## src/rtl/dispense_pkg.sv

```systemverilog
// Shared types and constants for the multi-channel servo dispenser.
// Servo codes, FSM state encoding and the ms-to-cycles conversion.
package dispense_pkg;

   localparam logic [1:0] SERVO_STOP   = 2'b00;
   localparam logic [1:0] SERVO_PUSH   = 2'b01;
   localparam logic [1:0] SERVO_REVERT = 2'b10;

   typedef enum logic [1:0] {IDLE, PUSH, REVERT, WAIT} state_t;

   function automatic logic [31:0] ms_to_cyc(input longint unsigned freq, input longint unsigned ms);
      return 32'(freq / 1000 * ms);
   endfunction

endpackage

```

## src/rtl/rr_pick.sv

```systemverilog
// Combinational round-robin finder: first set flag at or after rr_ptr, wrapping.
module rr_pick #(
   parameter int NUM_CH = 4,
   parameter int IDX_W  = $clog2(NUM_CH)
)(
   input  logic [NUM_CH-1:0] flags,
   input  logic [IDX_W-1:0]  rr_ptr,
   output logic              valid,
   output logic [IDX_W-1:0]  index
);

   int               jj;
   logic [IDX_W-1:0] j;

   // Scan from the farthest offset down so the nearest hit is assigned last.
   always_comb begin
      valid = |flags;
      index = '0;
      jj    = 0;
      j     = '0;
      for (int k = NUM_CH - 1; k >= 0; k--) begin
         jj = int'(rr_ptr) + k;
         if (jj >= NUM_CH) jj = jj - NUM_CH;
         j = IDX_W'(jj);
         if (flags[j]) index = j;
      end
   end

endmodule

```

## src/rtl/multi_dispense_controller.sv

```systemverilog
// Round-robin controller for NUM_CH servo/LED dispensers sharing one power budget:
// one queued order per channel, one servo moving at a time, global abort.
module multi_dispense_controller
   import dispense_pkg::*;
#(
   parameter int NUM_CH    = 4,
   parameter int CNT_W     = 4,
   parameter int CLK_FREQ  = 50_000_000,
   parameter int PUSH_MS   = 500,
   parameter int REVERT_MS = 500,
   parameter int WAIT_MS   = 500
)(
   input  logic                      clk,
   input  logic                      rst_n,
   input  logic                      req_valid,
   output logic                      req_ready,
   input  logic [$clog2(NUM_CH)-1:0] req_ch,
   input  logic [CNT_W-1:0]          req_count,
   input  logic                      abort,
   output logic [2*NUM_CH-1:0]       servo_control,
   output logic [NUM_CH-1:0]         led_out,
   output logic [NUM_CH-1:0]         ch_pending,
   output logic                      busy,
   output logic                      done_valid,
   output logic [$clog2(NUM_CH)-1:0] done_ch,
   output logic                      done_aborted
);

   localparam int          CH_W        = $clog2(NUM_CH);
   localparam logic [31:0] PUSH_LAST   = ms_to_cyc(CLK_FREQ, PUSH_MS) - 32'd1;
   localparam logic [31:0] REVERT_LAST = ms_to_cyc(CLK_FREQ, REVERT_MS) - 32'd1;
   localparam logic [31:0] WAIT_LAST   = ms_to_cyc(CLK_FREQ, WAIT_MS) - 32'd1;

   state_t                        state, state_nx;
   logic [31:0]                   timer;
   logic [NUM_CH-1:0][CNT_W-1:0]  pending;
   logic [NUM_CH-1:0]             flags;
   logic [CH_W-1:0]               rr_ptr, act_ch, pick_idx;
   logic [CNT_W-1:0]              act_cnt;
   logic                          pick_vld, aborted, ch_free, accept;
   logic                          sel, dec, done_set, dab_set, last_item;

   rr_pick #(.NUM_CH(NUM_CH), .IDX_W(CH_W)) u_pick (
      .flags  (flags),
      .rr_ptr (rr_ptr),
      .valid  (pick_vld),
      .index  (pick_idx)
   );

   always_comb begin
      flags   = '0;
      ch_free = 1'b1;
      act_cnt = '0;
      for (int i = 0; i < NUM_CH; i++) begin
         flags[i] = pending[i] != '0;
         if (req_ch == CH_W'(i)) ch_free = pending[i] == '0;
         if (act_ch == CH_W'(i)) act_cnt = pending[i];
      end
   end

   assign req_ready = !abort && ch_free;
   assign accept    = req_valid && req_ready;
   // Once aborted, the active channel's count is gone (and may even hold a fresh order).
   assign last_item = abort || aborted || (act_cnt <= CNT_W'(1));

   always_comb begin
      state_nx = state;
      sel      = 1'b0;
      dec      = 1'b0;
      done_set = 1'b0;
      dab_set  = 1'b0;
      case (state)
         IDLE: begin
            if (!abort && pick_vld) begin
               state_nx = PUSH;
               sel      = 1'b1;
            end
         end
         PUSH: begin
            if (abort || timer == PUSH_LAST) state_nx = REVERT;
         end
         REVERT: begin
            if (timer == REVERT_LAST) begin
               dec = !aborted;
               if (last_item) begin
                  state_nx = IDLE;
                  done_set = 1'b1;
                  dab_set  = aborted || abort;
               end else begin
                  state_nx = WAIT;
               end
            end
         end
         WAIT: begin
            if (abort) begin
               state_nx = IDLE;
               done_set = 1'b1;
               dab_set  = 1'b1;
            end else if (timer == WAIT_LAST) begin
               state_nx = PUSH;
            end
         end
         default: state_nx = IDLE;
      endcase
   end

   always_ff @(posedge clk or negedge rst_n) begin
      if (!rst_n) begin
         state        <= IDLE;
         timer        <= '0;
         pending      <= '0;
         rr_ptr       <= '0;
         act_ch       <= '0;
         aborted      <= 1'b0;
         done_valid   <= 1'b0;
         done_ch      <= '0;
         done_aborted <= 1'b0;
      end else begin
         state        <= state_nx;
         timer        <= (state_nx != state) ? '0 : timer + 32'd1;
         done_valid   <= done_set;
         done_aborted <= done_set && dab_set;
         if (sel) act_ch <= pick_idx;
         if (done_set) done_ch <= act_ch;
         if (done_set && state == REVERT)
            rr_ptr <= (act_ch == CH_W'(NUM_CH - 1)) ? '0 : act_ch + CH_W'(1);
         if (state_nx == IDLE) aborted <= 1'b0;
         else if (abort)       aborted <= 1'b1;
         for (int i = 0; i < NUM_CH; i++) begin
            if (abort)
               pending[i] <= '0;
            else if (accept && req_ch == CH_W'(i))
               pending[i] <= req_count;
            else if (dec && act_ch == CH_W'(i))
               pending[i] <= pending[i] - CNT_W'(1);
         end
      end
   end

   assign busy = state != IDLE;

   always_comb begin
      servo_control = '0;
      led_out       = '0;
      ch_pending    = '0;
      for (int i = 0; i < NUM_CH; i++) begin
         ch_pending[i] = flags[i] || (busy && act_ch == CH_W'(i));
         if (act_ch == CH_W'(i) && state == PUSH) begin
            servo_control[2*i +: 2] = SERVO_PUSH;
            led_out[i]              = 1'b1;
         end else if (act_ch == CH_W'(i) && state == REVERT) begin
            servo_control[2*i +: 2] = SERVO_REVERT;
            led_out[i]              = 1'b1;
         end
      end
   end

endmodule
```

## config.mk

```make
export PLATFORM = sky130hd
export DESIGN_NAME = multi_dispense_controller
export DESIGN_NICKNAME = d
export VERILOG_FILES = /design/src/rtl/dispense_pkg.sv /design/src/rtl/rr_pick.sv /design/src/rtl/multi_dispense_controller.sv
export SDC_FILE = /design/constraint.sdc
export NUM_CORES = 1
export LEC_CHECK = 0
export CORE_MARGIN = 2
export CORE_UTILIZATION = 55
export CTS_BUF_LIST = sky130_fd_sc_hd__clkbuf_4
export CTS_CLUSTER_DIAMETER = 50
export DETAILED_ROUTE_END_ITERATION = 6
export PLACE_DENSITY = 0.77
export SLEW_MARGIN = 10
export SYNTH_ARGS = -nofsm -noshare
export SYNTH_HDL_FRONTEND = slang
export SYNTH_SLANG_ARGS = --single-unit
```

## constraint.sdc

```tcl
create_clock -name clk -period 5.4 [get_ports clk]
set_input_delay 0.81 -clock clk [delete_from_list [all_inputs] [get_ports clk]]
set_output_delay 0.81 -clock clk [all_outputs]
set_load 0.05 [all_outputs]
```

# Word level (Yosys, flattened, before mapping)
# Cells that the tools add are included.
[op_classes]
n_mux = 74
n_addsub = 13
magnitude_cmp = 9
n_eq_ne = 11
n_reduce_logical = 53
[op_table]
columns = ["op", "count"]
rows = [
  ["2-to-1 mux 4 bit", 16],
  ["2-to-1 mux 2 bit", 23],
  ["adder 32 x 1 -> 32 bit (second input constant)", 1],
  ["== test 32 x 25 -> 1 bit (second input constant)", 1],
  ["2-to-1 mux 32 bit", 1],
  ["2-to-1 mux 1 bit", 27],
  ["logical AND 1 bit", 25],
  ["logical NOT 4 bit", 4],
  ["nonzero test 4 bit", 4],
  ["subtractor 4 x 1 -> 4 bit (second input constant)", 4],
  ["== test 2 bit (second input constant)", 6],
  ["< comparator 2 x 3 -> 1 bit (second input constant)", 4],
  ["nonzero test 3 bit", 4],
  ["greater-or-equal comparator 3 bit (second input constant)", 3],
  ["binary-select mux 1 bit (select 2 bit)", 4],
  ["logical NOT 2 bit", 4],
  ["one-hot mux 2 bit (4 select lines)", 1],
  ["subtractor 2 x 1 -> 2 bit (second input constant)", 4],
  ["logical OR 1 bit", 7],
  ["adder 2 x 2 -> 3 bit (second input constant)", 2],
  ["== test 2 x 1 -> 1 bit (second input constant)", 3],
  ["<= comparator 4 x 1 -> 1 bit (second input constant)", 1],
  ["one-hot mux 1 bit (2 select lines)", 2],
  ["nonzero test 2 bit", 2],
  ["6 further kinds", 7],
]
[word_totals]
word_cells = 172
output_inout_bits = 22
ff_bits = 59
in_bits = 10

# Longest topological paths before layout
[logic_depth]
ltp_word = 12
depth_mapped = 8
mapped_depth_nobuf = 7

# Hierarchy
# Synthesis repeated with hierarchy kept, for this count alone.
[unflattened]
hier_cells = 430
hier_area_um2 = 3843.7
[modules_own_cells]
columns = ["mod", "instances", "area_per_inst_um2", "seq_area_each_um2", "cells_per_inst"]
rows = [
  ["multi_dispense_controller", 1, 3766.1, 1476.4, 417],
  ["rr_pick", 1, 77.6, 0.0, 13],
]

# Least setup slack after synthesis
# Ideal clock, no wire load.
[synth_timing]
path_type = "in2out"
startpoint = "in abort"
endpoint = "out req_ready"
setup_slack_ns = 2.539
cell_stages = 4
required_ns = 4.590
arrival_ns = 2.051
cell_sequence = "clkbuf_1 -> clkbuf_1 -> buf_1 -> nor2_1"
[synth_via]
elab_chain_cells = 2
[synth_lines]
columns = ["element", "line", "source"]
rows = [
  ["start: declaration", "multi_dispense_controller.sv:19", "input logic abort,"],
  ["logical NOT 1 bit", "multi_dispense_controller.sv:61", "assign req_ready = !abort && ch_free;"],
  ["logical AND 1 bit", "multi_dispense_controller.sv:61", ""],
  ["end: declaration", "multi_dispense_controller.sv:16", "output logic req_ready,"],
]
# No other way between the ends.

# Worst setup path after layout
[layout_timing]
startpoint = "reg pending[12] in the netlist's numbering"
endpoint = "out req_ready"
[layout_via]
elab_chain_cells = 3
[layout_lines]
columns = ["element", "line", "source"]
rows = [
  ["start: declaration", "multi_dispense_controller.sv:36", "logic [NUM_CH-1:0][CNT_W-1:0] pending;"],
  ["start signal: indexed assignment", "multi_dispense_controller.sv:133", "pending[i] <= req_count;"],
  ["start signal: indexed assignment", "multi_dispense_controller.sv:135", "pending[i] <= pending[i] - CNT_W'(1);"],
  ["logical NOT 4 bit", "multi_dispense_controller.sv:56", "if (req_ch == CH_W'(i)) ch_free = pending[i] == '0;"],
  ["2-to-1 mux 1 bit", "multi_dispense_controller.sv:56", ""],
  ["logical AND 1 bit", "multi_dispense_controller.sv:61", ""],
]
# No other way between the ends.

==> flow_results.xml <==
<?xml version="1.0" encoding="UTF-8"?>
<metrics>
  <group name="clock_network">
    <metric name="worst_skew_pair.late_latency" unit="ns">0.42</metric>
    <metric name="clock_edge_transition_at_the_registers_on_the_reported_setup_and_hold_paths" unit="ns">0.11</metric>
    <metric name="clock_path_buffers" unit="">2</metric>
    <metric name="cts.root.buffer_cell" unit="">clkbuf_4</metric>
    <metric name="clock_sink_count" unit="">59</metric>
    <metric name="clock_tree_from_tritoncts" unit="">yes</metric>
    <metric name="tritoncts.num_buffers" unit="">9</metric>
    <metric name="cts_hold_buf" unit="">0</metric>
    <metric name="cts.repair_timing.setup_buffer_count" unit="">0</metric>
    <metric name="ctsHtreeMaxLevel" unit="">3</metric>
    <metric name="postCtsResizedCells" unit="">0</metric>
  </group>
  <group name="layout">
    <metric name="design.final.nets" unit="">464</metric>
    <metric name="area.growth.synth_to_final" unit="%">13.53</metric>
    <metric name="drive_gt1_frac" unit="">0.08969</metric>
    <metric name="antenna_cells_inserted" unit="">0</metric>
  </group>
  <group name="job">
    <metric name="maxCapViolations" unit="">0</metric>
  </group>
  <group name="route">
    <metric name="firstDrtPassIters" unit="">6</metric>
    <metric name="detailroute.via_count" unit="">3211</metric>
    <metric name="drt_iter0_markers" unit="">175</metric>
    <metric name="totalWireLength" unit="um">8780</metric>
    <metric name="post_drt_wl_per_cell" unit="um">16.79</metric>
    <metric name="drc_errors" unit="">0</metric>
    <metric name="route.detailed.vias_per_inst" unit="">6.140</metric>
    <metric name="ant_nets" unit="">0</metric>
  </group>
  <group name="setup_path">
    <metric name="worst-path-max-fanout" unit="">7</metric>
    <metric name="cp-start-kind" unit="">flop</metric>
    <metric name="timing.critical_path.required" unit="ns">4.59</metric>
    <metric name="critical_path_class" unit="">flop to output port</metric>
    <metric name="worst_path_largest_cell_delay" unit="ns">0.80</metric>
    <metric name="worst_setup_path_end_kind" unit="">output port</metric>
    <metric name="path_cells" unit="">inv_1 -&gt; ha_1 -&gt; nor3b_1 -&gt; nand2_1 -&gt; o211ai_1 -&gt; o21ai_0 -&gt; nor2_1 -&gt; clkdlybuf4s50_1</metric>
    <metric name="critPathArrivalTime" unit="ns">3.00</metric>
    <metric name="cp_slowest_cell" unit="">clkdlybuf4s50_1</metric>
  </group>
  <group name="global_route">
    <metric name="use_met3" unit="">0.03946</metric>
    <metric name="largest_net_degree_at_the_start_of_global_routing" unit="">60</metric>
    <metric name="antenna_found_initial" unit="">0</metric>
    <metric name="grt_first_pass_wirelength" unit="um">14480</metric>
    <metric name="grt.met2_usage" unit="">0.4003</metric>
    <metric name="grt_remaining_overflow" unit="">0</metric>
    <metric name="grt.total_usage" unit="">0.2491</metric>
    <metric name="first_global_vias" unit="">3131</metric>
    <metric name="groute.layer.met1.usage" unit="">0.3155</metric>
    <metric name="busiest_layer" unit="">met2</metric>
  </group>
  <group name="yosys">
    <metric name="postSynthCellCount" unit="">414</metric>
    <metric name="synth-edff-count" unit="">0</metric>
    <metric name="yosysWarningCount" unit="">0</metric>
    <metric name="synth_top_flop_cell" unit="">dfrtp_1</metric>
    <metric name="area_share_of_the_largest_cell_type_after_synthesis" unit="">0.4001</metric>
    <metric name="synth_top_cells_by_area" unit="">dfrtp_1, xor2_1, nor2_1, ha_1, nand2_1</metric>
    <metric name="postSynth.asyncResetShare" unit="">1.000</metric>
    <metric name="synthDominantAreaCellType" unit="">dfrtp_1</metric>
    <metric name="synth_sequential_area_ratio" unit="">0.4001</metric>
    <metric name="synth_seq_cells" unit="">59</metric>
    <metric name="postSynthAreaPerCell" unit="um^2">8.913</metric>
    <metric name="synth.net_count" unit="">437</metric>
    <metric name="synth_area" unit="mm^2">0.003690</metric>
    <metric name="synth_cell_type_count" unit="">53</metric>
  </group>
  <group name="floorplan">
    <metric name="die_h" unit="um">85.91</metric>
    <metric name="placeableCoreArea" unit="mm^2">0.006422</metric>
    <metric name="initial_core_util" unit="">0.5745</metric>
    <metric name="die_w" unit="um">85.91</metric>
    <metric name="io-pin-count" unit="">32</metric>
    <metric name="die_area" unit="mm^2">0.007380</metric>
    <metric name="rows" unit="">29</metric>
  </group>
  <group name="timing">
    <metric name="drv_slew" unit="">0</metric>
    <metric name="max-slew-margin-rel" unit="">0.2487</metric>
    <metric name="timing.hold.ws" unit="ns">0.4957</metric>
    <metric name="fmax" unit="GHz">0.2625</metric>
    <metric name="setup_tns" unit="ns">0</metric>
    <metric name="clock-skew-final" unit="ns">0.01180</metric>
    <metric name="grt_setup_unrepaired" unit="">no</metric>
    <metric name="post_route_fraction_of_the_period_consumed_by_the_critical_path" unit="">0.7054</metric>
    <metric name="max_slew.worst_pin.slew" unit="ns">1.127</metric>
    <metric name="hold_violations" unit="">0</metric>
    <metric name="clock_period_minus_worst_slack" unit="ns">3.809</metric>
    <metric name="setup-violations-final" unit="">0</metric>
  </group>
  <group name="pwr">
    <metric name="pleak" unit="uW">0.001821</metric>
    <metric name="cellPowerDensity" unit="mW/mm^2">357.3</metric>
    <metric name="total_power" unit="uW">1497</metric>
    <metric name="vdd.ir_drop.worst" unit="mV">0.3510</metric>
  </group>
  <group name="placed_design">
    <metric name="hpwl" unit="um">6006</metric>
    <metric name="port-buffer-count" unit="">31</metric>
    <metric name="place.gp.congestion" unit="">0.8369</metric>
  </group>
  <group name="status">
    <metric name="status" unit="">finished, final reports clean</metric>
  </group>
  <group name="worst_hold_path">
    <metric name="hp-class" unit="">flop to flop</metric>
  </group>
</metrics>
path summary, 6_finish.rpt:
| check | start | slack, ns | endpoint | cells past startpoint |
|---|---|---|---|---|
| hold reg to reg | timer[0] | 0.50 | timer[0] | 1 |
| max in group asynchronous | rst_n | 4.37 | pending[5] | 2 |
| setup / recovery | pending[12] | 1.59 | req_ready | 8 |
| min in group asynchronous | rst_n | 0.53 | timer[6] | 2 |
| setup reg to reg | pending[9] | 2.42 | timer[20] | 7 |
| hold / removal | timer[0] | 0.50 | timer[0] | 1 |
critical path, delay by kind of cell, from the launching register on:
kind                       cells  cell delay, ns
buffers and inverters          2            0.90
and+or+nand+nor                3            0.85
adders and majority gates      1            0.17
DFF                            1            0.42
AOI/OAI and AO/OA              2            0.25
area by class of cell:
class                           instances  area, um^2
Fill cell                             540        2233
Multi-Input combinational cell        318        2073
Sequential cell                        59        1476
Timing Repair Buffer                   36       342.8
Tap cell                               77       96.34
Clock buffer                           11       82.58
Inverter                               17       63.81
Clock inverter                          5       53.80
sequential cells by signal, indices dropped and copies added, names as in the netlist:
register      count
timer            32
pending          16
act_ch            2
done_ch           2
rr_ptr            2
state             2
aborted           1
done_aborted      1
done_valid        1
logic make-up after synthesis:
group | after synthesis | share of synthesized area
compound gates | 58 | 0.1085
xor+xnor | 33 | 0.07833
fa+ha+maj | 13 | 0.04408
buf+inv | 37 | 0.03798
flops | 59 | 0.4001
mux | 5 | 0.01492
simple gates | 209 | 0.3160
layout by cell type, fill, tap and decap left out, drive strengths merged, types with 4 or more instances in the layout:
master / count
dfrtp: 59
or4: 5
xor2: 24
nand2: 37
nor2: 53
and2: 14
buf: 6
a211oi: 5
nor4: 11
a31oi: 9
mux2: 4
clkdlybuf4s50: 30
nand4: 18
inv: 17
nor3b: 7
o21ai: 15
nand3: 24
nor3: 9
a21oi: 6
and3: 12
clkbuf: 11
xnor2: 9
ha: 13
where the power goes:
part,switching (uW),total (uW),internal (uW)
Sequential,54.6,542,488
Combinational,428,636,208
Clock,169,319,149
synth_stat cells (all sizes together), types with 6 or more instances:
cell type	count
dfrtp	59
nor2	53
nand2	37
nand3	24
xor2	24
clkbuf	18
nand4	18
inv	17
o21ai	15
and2	14
ha	13
and3	12
nor4	11
a31oi	9
nor3	9
xnor2	9
nor3b	7
a21oi	6
metrics by stage:
step             util  setup slack, ns  area [um^2]  cells
3_3_place_gp   0.6310            1.954         4053    507
2_1_floorplan       -            2.539         3690    414
4_1_cts        0.6523            1.597         4189    523
3_5_place_dp   0.6310            1.899         4053    507
5_1_grt        0.6523            1.480         4189    523
6_report       0.6523            1.591         4189    523
layer usage:
layer | part of all wire | up-vias
li1 | - | 1536
met1 | 0.41 | 1545
met2 | 0.50 | 105
met3 | 0.052 | 25
met4 | 0.032 | 0
met5 | 0 | -
No activity file was read; power rests on OpenSTA's default activity.
